[config.mk]
export PLATFORM = sky130hd
export DESIGN_NAME = pwm_ventilador
export DESIGN_NICKNAME = d
export VERILOG_FILES = /design/src/rtl/pwm_ventilador_pkg.sv /design/src/rtl/pwm_contador_periodo.sv /design/src/rtl/pwm_ventilador.sv
export SDC_FILE = /design/constraint.sdc
export NUM_CORES = 1
export LEC_CHECK = 0
export BUFFER_PORTS_ARGS = -buffer_cell sky130_fd_sc_hd__buf_2
export CORE_MARGIN = 2
export CORE_UTILIZATION = 53
export CTS_BUF_LIST = sky130_fd_sc_hd__clkbuf_4 sky130_fd_sc_hd__clkbuf_8
export CTS_CLUSTER_DIAMETER = 200
export DETAILED_ROUTE_END_ITERATION = 10
export MAX_ROUTING_LAYER = met4
export PLACE_DENSITY = 0.74
export RECOVER_POWER = 25
export SETUP_SLACK_MARGIN = 0.1
export SLEW_MARGIN = 25
export SYNTH_ARGS = -nofsm -noshare
export SYNTH_HDL_FRONTEND = slang
export SYNTH_SLANG_ARGS = --single-unit
export TNS_END_PERCENT = 100
[constraint.sdc]
create_clock -name clk -period 2.8 [get_ports clk]
set_input_delay 0.14 -clock clk [delete_from_list [all_inputs] [get_ports clk]]
set_output_delay 0.14 -clock clk [all_outputs]
set_load 0.1 [all_outputs]
[src/rtl/pwm_ventilador_pkg.sv]
// ---------------------------------------------------------------------------
// pwm_ventilador_pkg
// Shared definitions for the fan PWM block and the temperature register:
//   TEMP_W    - width of the temperature code / duty level (3 bits)
//   NIVEL_MAX - highest duty level (7 => constant high)
//   estado_t  - ramp state machine encoding
// ---------------------------------------------------------------------------
package pwm_ventilador_pkg;

   localparam int unsigned TEMP_W    = 3;
   localparam int unsigned NIVEL_MAX = 7;

   typedef enum logic [1:0] {
      IDLE     = 2'd0,
      SUBIENDO = 2'd1,
      BAJANDO  = 2'd2,
      ARRANQUE = 2'd3
   } estado_t;

endpackage

[src/rtl/pwm_contador_periodo.sv]
// ---------------------------------------------------------------------------
// pwm_contador_periodo
// PWM period counter (0 .. 7*STEP-1), end-of-period pulse and the registered
// duty compare.
// Ports:
//   clk         - system clock
//   reset       - synchronous, active-high
//   nivel_sig   - duty level that will be held in the next cycle
//   forzar      - force the output high in the next cycle (spin-up kick)
//   pwm_out     - registered PWM output, aligned to the counter
//   fin_periodo - high in the last cycle of every period
// ---------------------------------------------------------------------------
module pwm_contador_periodo
   import pwm_ventilador_pkg::*;
#(
   parameter int unsigned STEP = 16
)(
   input  logic              clk,
   input  logic              reset,
   input  logic [TEMP_W-1:0] nivel_sig,
   input  logic              forzar,
   output logic              pwm_out,
   output logic              fin_periodo
);

   localparam int unsigned PERIODO = NIVEL_MAX * STEP;
   // 7*STEP is never a power of two, so 7*STEP itself also fits in CW bits
   // and nivel*STEP never truncates.
   localparam int unsigned CW      = $clog2(PERIODO);
   localparam logic [CW-1:0] CNT_ULT = CW'(PERIODO - 1);
   localparam logic [CW-1:0] STEP_C  = CW'(STEP);

   logic [CW-1:0] cnt;
   logic [CW-1:0] cnt_sig;
   logic [CW-1:0] umbral;

   always_comb begin
      cnt_sig = (cnt == CNT_ULT) ? '0 : cnt + 1'b1;
      umbral  = CW'(nivel_sig) * STEP_C;
   end

   assign fin_periodo = (cnt == CNT_ULT);

   // Compare against next-state count and level so the registered output
   // lines up with the cycle that holds that count.
   always_ff @(posedge clk) begin
      if (reset) begin
         cnt     <= '0;
         pwm_out <= 1'b0;
      end else begin
         cnt     <= cnt_sig;
         pwm_out <= forzar | (cnt_sig < umbral);
      end
   end

endmodule

[src/rtl/pwm_ventilador.sv]
// ---------------------------------------------------------------------------
// pwm_ventilador
// Converts the 3-bit temperature code into a fan PWM whose duty level ramps
// one step at a time toward the latched target, every RAMP_PERIODS periods.
// Optional macro PWM_VENTILADOR_KICKSTART_EN: adds a full-duty spin-up phase
// (ARRANQUE, KICK_PERIODS periods) when starting from level 0.
// Ports:
//   clk         - system clock
//   reset       - synchronous, active-high
//   temp        - temperature code, sampled only at period boundaries
//   pwm_out     - registered fan PWM
//   nivel       - duty level currently applied
//   objetivo    - target level latched from temp
//   fin_periodo - pulse in the last cycle of each PWM period
//   rampa       - high while nivel differs from objetivo (or during kick)
// ---------------------------------------------------------------------------
module pwm_ventilador
   import pwm_ventilador_pkg::*;
#(
   parameter int unsigned STEP         = 16,
   parameter int unsigned RAMP_PERIODS = 4
`ifdef PWM_VENTILADOR_KICKSTART_EN
   ,parameter int unsigned KICK_PERIODS = 8
`endif
)(
   input  logic              clk,
   input  logic              reset,
   input  logic [TEMP_W-1:0] temp,
   output logic              pwm_out,
   output logic [TEMP_W-1:0] nivel,
   output logic [TEMP_W-1:0] objetivo,
   output logic              fin_periodo,
   output logic              rampa
);

   localparam int unsigned RW = (RAMP_PERIODS > 1) ? $clog2(RAMP_PERIODS) : 1;
   localparam logic [RW-1:0] RAMP_ULT = RW'(RAMP_PERIODS - 1);

   estado_t           estado, estado_sig;
   logic [RW-1:0]     rc, rc_sig;
   logic [TEMP_W-1:0] nivel_sig, objetivo_sig;
   logic              paso;
   logic              en_arranque;
   logic              forzar;

`ifdef PWM_VENTILADOR_KICKSTART_EN
   localparam int unsigned KW = (KICK_PERIODS > 1) ? $clog2(KICK_PERIODS) : 1;
   localparam logic [KW-1:0] KICK_ULT = KW'(KICK_PERIODS - 1);
   logic [KW-1:0] kc, kc_sig;
`endif

   always_comb begin
      objetivo_sig = objetivo;
      nivel_sig    = nivel;
      rc_sig       = rc;
      estado_sig   = estado;
      paso         = 1'b0;
      en_arranque  = 1'b0;
`ifdef PWM_VENTILADOR_KICKSTART_EN
      kc_sig       = kc;
`endif
      if (fin_periodo) begin
         objetivo_sig = temp;
         if (rc == RAMP_ULT) begin
            rc_sig = '0;
            paso   = 1'b1;
         end else begin
            rc_sig = rc + 1'b1;
         end
         // The step uses the target latched on this same edge.
         if (paso) begin
            if (nivel < objetivo_sig)
               nivel_sig = nivel + 1'b1;
            else if (nivel > objetivo_sig)
               nivel_sig = nivel - 1'b1;
         end
`ifdef PWM_VENTILADOR_KICKSTART_EN
         // Kick overrides the normal ramp: level pinned at 0, ramp timer held.
         if (estado == ARRANQUE) begin
            rc_sig    = '0;
            nivel_sig = '0;
            if (objetivo_sig == '0) begin
               // abort: level 0 == target falls through to IDLE below
            end else if (kc == KICK_ULT) begin
               nivel_sig = TEMP_W'(1);
            end else begin
               kc_sig      = kc + 1'b1;
               en_arranque = 1'b1;
            end
         end else if (nivel == '0 && objetivo_sig != '0) begin
            rc_sig      = '0;
            nivel_sig   = '0;
            kc_sig      = '0;
            en_arranque = 1'b1;
         end
`endif
         if (en_arranque)
            estado_sig = ARRANQUE;
         else if (nivel_sig < objetivo_sig)
            estado_sig = SUBIENDO;
         else if (nivel_sig > objetivo_sig)
            estado_sig = BAJANDO;
         else
            estado_sig = IDLE;
      end
      forzar = (estado_sig == ARRANQUE);
   end

   always_ff @(posedge clk) begin
      if (reset) begin
         estado   <= IDLE;
         rc       <= '0;
         nivel    <= '0;
         objetivo <= '0;
`ifdef PWM_VENTILADOR_KICKSTART_EN
         kc       <= '0;
`endif
      end else begin
         estado   <= estado_sig;
         rc       <= rc_sig;
         nivel    <= nivel_sig;
         objetivo <= objetivo_sig;
`ifdef PWM_VENTILADOR_KICKSTART_EN
         kc       <= kc_sig;
`endif
      end
   end

   assign rampa = (estado != IDLE);

   pwm_contador_periodo #(
      .STEP (STEP)
   ) u_contador (
      .clk         (clk),
      .reset       (reset),
      .nivel_sig   (nivel_sig),
      .forzar      (forzar),
      .pwm_out     (pwm_out),
      .fin_periodo (fin_periodo)
   );

endmodule

=== Word level (Yosys, flattened, before mapping) ===
Cells that the tools add are included.

* Flip-flop bits (word level): 18
* Input bits: 5
* Word-level logic and storage cells: 32

* Add/sub/neg operators: 4
* Magnitude comparators: 5
* Equality and inequality tests: 3
* Muxes and demuxes: 12
* Bitwise operators: 1
* Reductions and logical operators: 1

{| class="wikitable"
|+ Operator list
! cell !! count
|-
| 2-to-1 mux 3 bit || 5
|-
| 2-to-1 mux 2 bit || 4
|-
| adder 7 x 1 -> 7 bit (second input constant) || 1
|-
| == test 7 bit (second input constant) || 1
|-
| less-than comparator 7 bit || 1
|-
| 2-to-1 mux 7 bit || 1
|-
| > comparator 3 bit || 2
|-
| less-than comparator 3 bit || 2
|-
| == test 2 bit (second input constant) || 2
|-
| adder 3 x 1 -> 3 bit (second input constant) || 1
|-
| subtractor 3 x 1 -> 3 bit (second input constant) || 1
|-
| adder 2 x 1 -> 2 bit (second input constant) || 1
|-
| 2-to-1 mux 1 bit || 2
|-
| nonzero test 2 bit || 1
|-
| OR 1 bit || 1
|}

=== Logic depth before layout (Yosys ltp) ===
Gate-level depths: netlist of the first run.

* Depth in word-level cells: 11
* Mapped depth: 12
* Gate-level depth less buffers: 12

=== By module ===
A second synthesis of the first run with hierarchy kept.

* Cell total of the unflattened synthesis: 124
* Area total of the unflattened synthesis: 1132.3 um2

{| class="wikitable"
|+ By module, submodules not included
! module !! times used !! cells each !! area an instance (um2)
|-
| pwm_ventilador || 1 || 83 || 742.0
|-
| pwm_contador_periodo || 1 || 41 || 390.4
|}

=== Worst setup path before layout of the first run ===
Ideal clock, no wire load.

* Path type: reg-to-reg
* Start point: register nivel[0]
* End point: register u_contador.pwm_out
* Data arrival time: 3.273 ns
* Data required time: 2.726 ns
* Path slack: -0.547 ns
* Cell stages (with the launch flop): 13
* Path buffers: 1
* Period minus slack after synthesis: 3.347 ns
* Cells stage by stage: dfxtp_1 -> inv_1 -> ha_1 -> nand3_1 -> o21ai_0 -> or2_1 -> buf_6 -> a211o_1 -> and2_1 -> ha_1 -> a211oi_1 -> nand2_1 -> o21ai_0

* Cells in the longest elaborated chain, start to end: 11
* Elaborated cells on any way between the ends: 17

{| class="wikitable"
|+ Ends and longest elaborated chain
! element !! line !! source
|-
| start, declared || pwm_ventilador.sv:30 || <nowiki>output logic [TEMP_W-1:0] nivel,</nowiki>
|-
| start signal, assigned || pwm_ventilador.sv:121 || <nowiki>nivel <= nivel_sig;</nowiki>
|-
| subtractor 3 x 1 -> 3 bit or > comparator 3 bit (tied branches) || pwm_ventilador.sv:75, pwm_ventilador.sv:74 ||
|-
| 2-to-1 mux 3 bit || pwm_ventilador.sv:74 || <nowiki>else if (nivel > objetivo_sig)</nowiki>
|-
| 2-to-1 mux 3 bit || pwm_ventilador.sv:72 || <nowiki>if (nivel < objetivo_sig)</nowiki>
|-
| 2-to-1 mux 3 bit || pwm_ventilador.sv:71 || <nowiki>if (paso) begin</nowiki>
|-
| 2-to-1 mux 3 bit || pwm_ventilador.sv:62 || <nowiki>if (fin_periodo) begin</nowiki>
|-
| > comparator 3 bit || pwm_ventilador.sv:101 || <nowiki>else if (nivel_sig > objetivo_sig)</nowiki>
|-
| 2-to-1 mux 2 bit || pwm_ventilador.sv:101 ||
|-
| 2-to-1 mux 2 bit || pwm_ventilador.sv:99 || <nowiki>else if (nivel_sig < objetivo_sig)</nowiki>
|-
| 2-to-1 mux 2 bit || pwm_ventilador.sv:62 ||
|-
| == test 2 bit || pwm_ventilador.sv:106 || <nowiki>forzar = (estado_sig == ARRANQUE);</nowiki>
|-
| OR 1 bit (*) || pwm_contador_periodo.sv:52 || <nowiki>pwm_out <= forzar | (cnt_sig < umbral);</nowiki>
|-
| end signal, assigned || pwm_contador_periodo.sv:52 ||
|-
| end, declared || pwm_contador_periodo.sv:22 || <nowiki>output logic pwm_out,</nowiki>
|}

Mark *: on every way between the ends. The rest lies on a longest branch, timed or not. The select of a mux whose other input is x is not followed.
A chain may end at the register's enable or synchronous reset.

=== Final worst setup path of the first run ===
* Start point: register u_contador.cnt[1]
* End point: register u_contador.pwm_out

* Cells in the longest elaborated chain, start to end: 4
* Elaborated cells on any way between the ends: 8

{| class="wikitable"
|+ Ends and longest elaborated chain
! element !! line !! source
|-
| start, declared || pwm_contador_periodo.sv:33 || <nowiki>logic [CW-1:0] cnt;</nowiki>
|-
| start signal, assigned || pwm_contador_periodo.sv:51 || <nowiki>cnt <= cnt_sig;</nowiki>
|-
| adder 7 x 1 -> 7 bit or == test 7 bit (tied branches) || pwm_contador_periodo.sv:38, pwm_contador_periodo.sv:42 ||
|-
| 2-to-1 mux 7 bit, or another cell as far along || pwm_contador_periodo.sv:38 || <nowiki>cnt_sig = (cnt == CNT_ULT) ? '0 : cnt + 1'b1;</nowiki>
|-
| less-than comparator 7 bit or == test 2 bit (tied branches) || pwm_contador_periodo.sv:52, pwm_ventilador.sv:106 ||
|-
| OR 1 bit (*) || pwm_contador_periodo.sv:52 ||
|}

Mark *: on every way between the ends. The rest lies on a longest branch, timed or not.

==> results_dict.tcl, run 1 <==
set metrics [dict create \
    nNetsFinal 153 \
    sw_frac_of_total_pct 22.99 \
    pre_cts_ws_ns 0.1690 \
    dpl.hpwl_um 1496 \
    met2WireLength_um 873 \
    ir_drop_mv 0.2408 \
    wl_um 1945 \
    power.share.combinational_pct 6.3 \
    ys_warn_count 0 \
    ctsRootBufferMaster "clkbuf_4" \
    period_needed_ns 2.606 \
    rsz0062_at_grt "yes" \
    whs_ns 0.08344 \
    clock-sinks 18 \
    synth_flop_cell "dfxtp_1" \
    top_layer_used "met4" \
    synth_area_per_cell_um2 8.612 \
    ys_seq_area_share_pct 34.87 \
    fp.dieH_um 48.16 \
    gr-usage-all-layers_pct 21.65 \
    multi_input_area_um2 644.4 \
    cp-endpoint "u_contador.pwm_out" \
    antenna_found_initial 0 \
    synth-compound-area-share_pct 15.38 \
    total_power_mw 0.4520 \
    cts_buffers 3 \
    holdPathStages 3 \
    drtIter0Drc 15 \
    postRouteAntennaNets 0 \
    synth-async-reset-ratio_pct 0 \
    leakage_nw 0.5116 \
    synthAdderAreaFrac_pct 14.53 \
    final_area_um2 1182 \
    slew_violations 0 \
    crit_path_start "u_contador.cnt[1]" \
    post-cts-setup-buffers 0 \
    timing.max_cap.violations 0 \
    maxSlewHeadroom_pct 22.65 \
    cp.required_ns 3.03 \
    p_sw_mw 0.1039 \
    period_share_pct 93.05 \
    cellInternalPower_mw 0.3481 \
    grt_pass1_wl_um 3360 \
    rows 15 \
    antenna_cells 0 \
    die_w_um 48.16 \
    yosys-top-cells-area "dfxtp_1 35%, ha_1 15%, nand2_1 5.4%" \
    power_frac_seq_pct 57.7 \
    first_pass_iters 4 \
    setup_viol 0 \
    insertion_delay_ns 0.29 \
    worstPathArrival_ns 2.84 \
    hold_viol_final 0 \
    synth.top_cells.by_count "18 x dfxtp_1, 15 x nand2_1, 12 x ha_1" \
    critPathLaunchType "flop" \
    finalClockSkew_ns 0.008730 \
    synth-xor-area-share_pct 5.085 \
    layout.area.seq_um2 372.9 \
    outcome "complete, no violations" \
    yosysTopAreaCell "dfxtp_1" \
    coreArea_um2 1783 \
    power_density_nw_per_um2 382.3 \
    fillers 155 \
    clk_path_buf_depth 2 \
    finalWorstSetupSlack_ns 0.1945 \
    drcViolationCount 0 \
    worstReg2RegStart "u_contador.cnt[1]" \
    syn_to_final_growth_pct 14.41 \
    ys_seq_elements 18 \
    r2r_slack_ns 0.19 \
    critical_path_class "flop to flop" \
    yosysMostFrequentCell "dfxtp_1" \
    yosys.cell_types.count 37 \
    syn_area_um2 1033 \
    viasPerCell 5.394 \
    synth_top_family_by_area "simple AND/OR/NAND/NOR gates" \
    portBuffers 13 \
    clkPwrFrac_pct 36.0 \
    wl_met1_um 983 \
    grt_max_degree 20 \
    clk_pin_slew_ns 0.11 \
    synthSimpleGateAreaFrac_pct 23.73 \
    syn-num-nets 137 \
    worstMarginPinSlew_ns 1.165 \
    synth-edff-count 0 \
    wl_per_cell_um 12.16 \
    grt-ovfl-total 0 \
    io_pins 14 \
    wl_met3_um 61 \
    vias 863 \
    cts_tree "yes" \
    gp_congestion 0.8565 \
    dieArea_um2 2319 \
    reg2regPathDepth 10 \
    synthCells 120 \
    r2r-end "u_contador.pwm_out" \
    drive_above_1_share_pct 21.48 \
    htree_levels 1 \
    setup_tns_ns 0 \
    fmax_mhz 383.8 \
    yosysTopAreaCellShare_pct 34.87 \
    hp-class "input pin to flop" \
    worstSetupEndpointType "flop" \
    placed_area_um2 1139 \
    start_util_pct 57.96 \
    yosys-mux-area-fraction_pct 2.058 \
    grt_pass1_vias 820 \
    crit_fanout 3 \
]
[stage by stage]
stage	utilization (%)	instances
final	66.32	160
after global routing	66.32	160
after CTS	65.89	160
after detailed placement	63.86	156
after global placement	63.86	156
after floorplan	-	120
[layout make-up]
cell class	count	area share, %
Tap cell	25	2.646
Sequential cell	18	31.53
Multi-Input combinational cell	92	54.50
Clock buffer	4	3.069
Inverter	6	1.905
Timing Repair Buffer	15	6.349
[how the worst min path moves through the flow]
stage	slack, ns	to	startpoint
after global routing	0.10	objetivo[1]	temp[1]
final	0.08	objetivo[2]	temp[2]
after CTS	0.08	objetivo[2]	temp[2]
after global placement	0.40	objetivo[2]	temp[2]
after floorplan	0.28	objetivo[0]	temp[0]
after detailed placement	0.40	objetivo[1]	temp[1]
[logic make-up (layout without fill, tap and decap cells)]
family,Yosys count,after routing
AO/OA/AOI/OAI,25,25
XOR/XNOR,6,6
adder cells (fa/ha/maj),12,12
buffers and inverters,10,25
flip-flops,18,18
multiplexers,2,2
AND/OR/NAND/NOR,47,47
[sequential cells by signal, summed over array words and instances, names as in the netlist]
name                flops
nivel                   3
estado                  2
rc                      2
u_contador.cnt          7
u_contador.pwm_out      1
objetivo                3
[power by group through the flow]
stage               Clock (mW)  Sequential, mW  Combinational (mW)
finish                   0.163           0.261              0.0285
global route             0.173           0.261              0.0331
CTS                      0.165           0.260              0.0277
detailed placement           0           0.266              0.0275
global placement             0           0.266              0.0262
floorplan                    0           0.265              0.0196
[worst max-delay path: stages (launching register included)]
cell	delay, ns
dfxtp_1	0.37
ha_2	0.22
nand3_2	0.09
or3_4	0.37
or2_1	0.27
a211o_1	0.29
and2_1	0.16
ha_1	0.30
a211oi_2	0.26
nand2_1	0.08
o21ai_0	0.14
[what timing repair did]
item,in CTS,in global routing
resized for setup,0,6
hold buffers,0,0
endpoints found under the hold margin,0,0
endpoints found under the setup margin,0,3
[cells in the final DEF (no fill, tap or decap), drive strengths merged, types with 2 or more instances in the layout]
master | netlist | final
nor3b | 2 | 2
nor2 | 7 | 7
xor2 | 3 | 3
xnor2 | 3 | 3
nor2b | 4 | 4
nand3 | 5 | 5
buf | 2 | 11
o21ai | 6 | 6
nand2 | 15 | 15
inv | 5 | 5
a21oi | 11 | 11
nand2b | 2 | 2
dfxtp | 18 | 18
and2 | 2 | 2
ha | 12 | 12
nor3 | 3 | 3
clkbuf | 2 | 8
or2 | 2 | 2
[layer usage]
| layer | track usage, % | vias to the layer above |
|---|---|---|
| li1 | - | 450 |
| met1 | 27.73 | 392 |
| met2 | 33.16 | 17 |
| met3 | 4.815 | 4 |
| met4 | 8.108 | 0 |
| met5 | - | - |
No activity file was read; power rests on OpenSTA's default activity.
==> run 2, diff against run 1 <==
CAP_MARGIN = 0   (was default)
CORE_ASPECT_RATIO = 1.4   (was default)
==> results_dict.tcl, run 2 (same netlist as run 1, synthesis figures left out) <==
set metrics [dict create \
    period_needed_ns 2.576 \
    htree_levels 1 \
    critical_path_class "flop to flop" \
    critPathLaunchType "flop" \
    fp.dieH_um 56.25 \
    cp_cell_sequence "ha_1 -> nand3_1 -> or3_4 -> or2_1 -> a211o_1 -> and2_1 -> ha_1 -> a211oi_2 -> nand2_1 -> o21ai_0" \
    first_pass_iters 4 \
    gp_congestion 0.8308 \
    multi_input_area_um2 631.9 \
    slew_violations 0 \
    rows 18 \
    final_area_um2 1157 \
    dp_cells 151 \
    cp_num_buf_inv 0 \
    postRouteAntennaNets 0 \
    clk_pin_slew_ns 0.10 \
    crit_top_cell "ha_1" \
    antenna_found_initial 0 \
    wl_um 1966 \
    crit_fanout 3 \
    io_pins 14 \
    fillers 174 \
    crit_slowest_cell "or3_4" \
    top_regs "u_contador.cnt: 7 flops, nivel: 3 flops, objetivo: 3 flops" \
    cts_buffers 3 \
    portBuffers 13 \
    syn_to_final_growth_pct 11.99 \
    stdcell_count 155 \
    viasPerCell 5.490 \
    crit_path_start "u_contador.cnt[1]" \
    drtIter0Drc 15 \
    cp.required_ns 3.02 \
    antenna_cells 0 \
    setup_tns_ns 0 \
    total_power_mw 0.4288 \
    top_register "u_contador.cnt" \
    drive_above_1_share_pct 19.26 \
    rsz0062_at_grt "no" \
    ir_drop_mv 0.3123 \
    hp-class "input pin to flop" \
    placed_area_um2 1132 \
    drcViolationCount 0 \
    insertion_delay_ns 0.28 \
    fmax_mhz 388.2 \
    utilization_pct 64.24 \
    maxSlewHeadroom_pct 22.71 \
    nNetsFinal 153 \
    clock-sinks 18 \
    clk_path_buf_depth 2 \
    leakage_nw 0.5077 \
    min_from "temp[1]" \
    timing.max_cap.violations 0 \
    worstPathArrival_ns 2.80 \
    layout.area.seq_um2 372.9 \
    die_w_um 41.32 \
    layout_common_cells "15 x nand2_1, 14 x dfxtp_1, 12 x ha_1" \
    cts_tree "yes" \
    ctsRootBufferMaster "clkbuf_4" \
    finalClockSkew_ns 0.003026 \
    dpl.hpwl_um 1532 \
    setup_viol 0 \
    grt_max_degree 20 \
    largest_reg_flops 7 \
    worstReg2RegStart "u_contador.cnt[1]" \
    hold_viol_final 0 \
    worstMarginPinSlew_ns 1.164 \
    cp_top_family "simple AND/OR/NAND/NOR gates" \
    grt-ovfl-total 0 \
    worstSetupEndpointType "flop" \
    wl_per_cell_um 12.68 \
    dieArea_um2 2324 \
    start_util_pct 57.36 \
    post-cts-setup-buffers 0 \
    gr-usage-all-layers_pct 19.94 \
    slowest_delay_ns 0.38 \
    final_common_cell "nand2_1" \
    outcome "complete, no violations" \
    grt_pass1_wl_um 3215 \
    coreArea_um2 1802 \
    vias 851 \
    grt_pass1_vias 798 \
    period_share_pct 92.01 \
    power_density_nw_per_um2 370.5 \
]
## run 2: cell count changes in the layout (fill, tap and decap cells not counted)
| cell | previous run | this run |
|---|---|---|
| clkbuf_4 | 3 | 4 |
| clkbuf_8 | 1 | 0 |
| ha_1 | 11 | 12 |
| ha_2 | 1 | 0 |
| nand3_1 | 4 | 5 |
| nand3_2 | 1 | 0 |
| nor3b_1 | 1 | 2 |
| nor3b_2 | 1 | 0 |
## run 2: path summary, 6_finish.rpt
kind | slack (ns) | endpoint | cells after the start
worst min-delay path | 0.09 | objetivo[1] | 3
worst max-delay path | 0.22 | u_contador.pwm_out | 10
worst min register to register | 0.45 | u_contador.cnt[0] | 1
worst max register to register | 0.22 | u_contador.pwm_out | 10
## run 2: layer usage
metal / global-route usage (%) / wire length [um]
met4: 6.912 / 20
met3: 2.372 / 28
met1: 23.19 / 928
met2: 33.26 / 988
met5: - / 0
## run 2: layout make-up
cell class | count | area share (%)
clock buffers | 4 | 2.595
inverters | 6 | 1.946
multi-input cells | 92 | 54.59
flip-flops and latches | 18 | 32.22
well taps | 20 | 2.162
repair buffers | 15 | 6.486
## run 2: metrics by stage
stage	hold WS [ns]	worst slack, ns
final	0.09398	0.2238
after global routing	0.1094	0.07010
after global placement	0.3922	0.2559
after detailed placement	0.3968	0.1867
after CTS	0.09455	0.1578
after floorplan	0.2760	0.1144
## run 2: power by group
group	internal, mW	leakage, nW	switching [mW]	total, mW
Combinational	0.0117	0.341	0.0163	0.0280
Clock	0.0649	0.0184	0.0753	0.140
Sequential	0.257	0.148	0.00368	0.261
Total	0.333	0.508	0.0953	0.429
## run 2: worst register-to-register path, stage by stage (launching register included)
cell and delay (ns):
dfxtp_1 0.37, ha_1 0.21, nand3_1 0.13, or3_4 0.38, or2_1 0.27, a211o_1 0.28, and2_1 0.16, ha_1 0.30
a211oi_2 0.22, nand2_1 0.06, o21ai_0 0.12
## run 2: what timing repair did
| item | in CTS | in global routing |
|---|---|---|
| setup endpoints to repair | 0 | 3 |
| hold buffers | 0 | 0 |
| resized for setup | 0 | 5 |
==> run 3, diff against run 2 <==
SYNTH_HIERARCHICAL = 1   (was default)
==> results_dict.tcl, run 3 <==
set metrics [dict create \
    htree_levels 1 \
    worstMarginPinSlew_ns 1.162 \
    whs_ns 0.09285 \
    rsz0062_at_grt "no" \
    slew_violations 0 \
    fillers 185 \
    critPathLaunchType "flop" \
    dpl.hpwl_um 1642 \
    gp_congestion 0.8312 \
    synth-edff-count 0 \
    period_share_pct 89.85 \
    use_met2_pct 33.98 \
    cts_resized 0 \
    dieArea_um2 2527 \
    critical_path_class "flop to flop" \
    r2r_slack_ns 0.28 \
    top_register "u_contador/cnt" \
    cts_tree "yes" \
    wl_per_cell_um 13.37 \
    leakage_nw 0.5629 \
    antenna_cells 0 \
    grt_pass1_vias 859 \
    finalClockSkew_ns 0.003737 \
    insertion_delay_ns 0.30 \
    total_power_mw 0.4256 \
    yosys.cell_types.count 37 \
    synth-async-reset-ratio_pct 0 \
    drive_above_1_share_pct 22.46 \
    finalWorstSetupSlack_ns 0.2842 \
    viasPerCell 5.642 \
    coreArea_um2 1997 \
    hold_viol_final 0 \
    grt-ovfl-total 0 \
    drcViolationCount 0 \
    synthCells 124 \
    yosys-top-cells-area "dfxtp_1 32%, ha_1 13%, mux2i_1 7.1%" \
    die_w_um 43.07 \
    grt_pass1_wl_um 3767 \
    crit_fanout 6 \
    worstReg2RegStart "u_contador/cnt[0]" \
    synth.top_cells.by_count "18 x dfxtp_1, 13 x nor2_1, 12 x ha_1" \
    maxSlewHeadroom_pct 22.89 \
    setup_viol 0 \
    yosysTopAreaCell "dfxtp_1" \
    synth_flop_cell "dfxtp_1" \
    fmax_mhz 397.5 \
    cts_buffers 3 \
    start_util_pct 56.70 \
    vias 897 \
    postRouteAntennaNets 0 \
    first_pass_iters 4 \
    layout_common_cells "14 x dfxtp_1, 13 x nor2_1, 10 x inv_1, 10 x ha_1, 9 x buf_2" \
    pre_cts_ws_ns 0.3515 \
    layout.area.seq_um2 365.4 \
    multi_input_area_um2 762.0 \
    drtIter0Drc 21 \
    syn_to_final_growth_pct 13.15 \
    ys_seq_elements 18 \
    ys_seq_area_share_pct 31.82 \
    antenna_found_initial 0 \
    clock-sinks 18 \
    gr-usage-all-layers_pct 20.40 \
    met1_usage_pct 23.81 \
    post-cts-setup-buffers 0 \
    synth_area_per_cell_um2 9.132 \
    clk_path_buf_depth 2 \
    grt_max_degree 20 \
    hold_buffers 0 \
    largest_reg_flops 7 \
    rows 19 \
    holdPathStages 3 \
    top_usage_layer "met2" \
    hold_end "objetivo[1]" \
    ir_drop_mv 0.2832 \
    ys_warn_count 6 \
    r2r-end "u_contador/pwm_out" \
    top_regs "u_contador/cnt: 7 flops, nivel: 3 flops, objetivo: 3 flops" \
    power_density_nw_per_um2 332.2 \
    wl_um 2126 \
    placed_area_um2 1265 \
    nNetsFinal 157 \
    syn_area_um2 1132 \
    cp.required_ns 3.00 \
    worstSetupEndpointType "flop" \
    period_needed_ns 2.516 \
    timing.max_cap.violations 0 \
    syn-num-nets 141 \
    ctsRootBufferMaster "clkbuf_4" \
    grt_use_met3_pct 2.761 \
    final_area_um2 1281 \
    hp-class "input pin to flop" \
    outcome "complete, no violations" \
    yosysTopAreaCellShare_pct 31.82 \
    clk_pin_slew_ns 0.10 \
    worstPathArrival_ns 2.72 \
    setup_tns_ns 0 \
    fp.dieH_um 58.69 \
    reg2regPathDepth 12 \
    final_common_cell "dfxtp_1" \
    portBuffers 13 \
    io_pins 14 \
    yosysMostFrequentCell "dfxtp_1" \
    min_from "temp[1]" \
]
## run 3: stage by stage
step | util, % | cells
floorplan | - | 124
global placement | 63.35 | 156
detailed placement | 63.35 | 156
CTS | 64.47 | 159
global route | 64.16 | 159
finish | 64.16 | 159
## run 3: final cells by class
cell class                      count  share of cell area, %
Inverter                           10                  2.930
Timing Repair Buffer               14                  5.273
Tap cell                           21                  2.051
Sequential cell                    18                  28.52
Clock buffer                        3                  1.758
Multi-Input combinational cell     93                  59.47
## run 3: cell families (layout without fill, tap and decap cells)
group / Yosys count / count (layout) / synth area share, %
mux: 11 / 11 / 10.06
flops: 18 / 18 / 31.82
simple gates: 40 / 40 / 19.01
fa+ha+maj: 12 / 12 / 13.26
xor+xnor: 6 / 6 / 4.642
compound gates: 24 / 24 / 16.46
buf+inv: 13 / 27 / 4.751
## run 3: how the worst max path moves through the flow
stage / startpoint / endpoint / slack (ns) / cells after the start
after floorplan: u_contador/cnt[0] / u_contador/pwm_out / -0.51 / 13
after global placement: u_contador/cnt[0] / u_contador/pwm_out / 0.43 / 12
after detailed placement: u_contador/cnt[0] / u_contador/pwm_out / 0.35 / 12
after CTS: u_contador/cnt[0] / u_contador/pwm_out / 0.32 / 12
after global routing: u_contador/cnt[0] / u_contador/pwm_out / 0.13 / 12
final: u_contador/cnt[0] / u_contador/pwm_out / 0.28 / 12
## run 3: worst max-delay path: stages (launching register included)
cell,delay (ns)
dfxtp_1,0.43
ha_4,0.17
nand4_1,0.15
nor3b_4,0.22
and2_4,0.20
nand3_2,0.07
mux2i_2,0.21
xor2_1,0.16
inv_1,0.08
ha_4,0.27
a21oi_1,0.06
a22o_1,0.20
a41o_1,0.20
## run 3: routing by layer
| layer | routed length [um] | up-vias |
|---|---|---|
| li1 | - | 463 |
| met4 | 53 | 0 |
| met3 | 38 | 5 |
| met2 | 1066 | 9 |
| met5 | 0 | - |
| met1 | 968 | 420 |
## run 3: report_power, final
group,internal [mW],switching (mW),total [mW]
Clock,0.0502,0.0788,0.129
Sequential,0.260,0.00501,0.265
Combinational,0.0141,0.0176,0.0318
Total,0.324,0.101,0.426
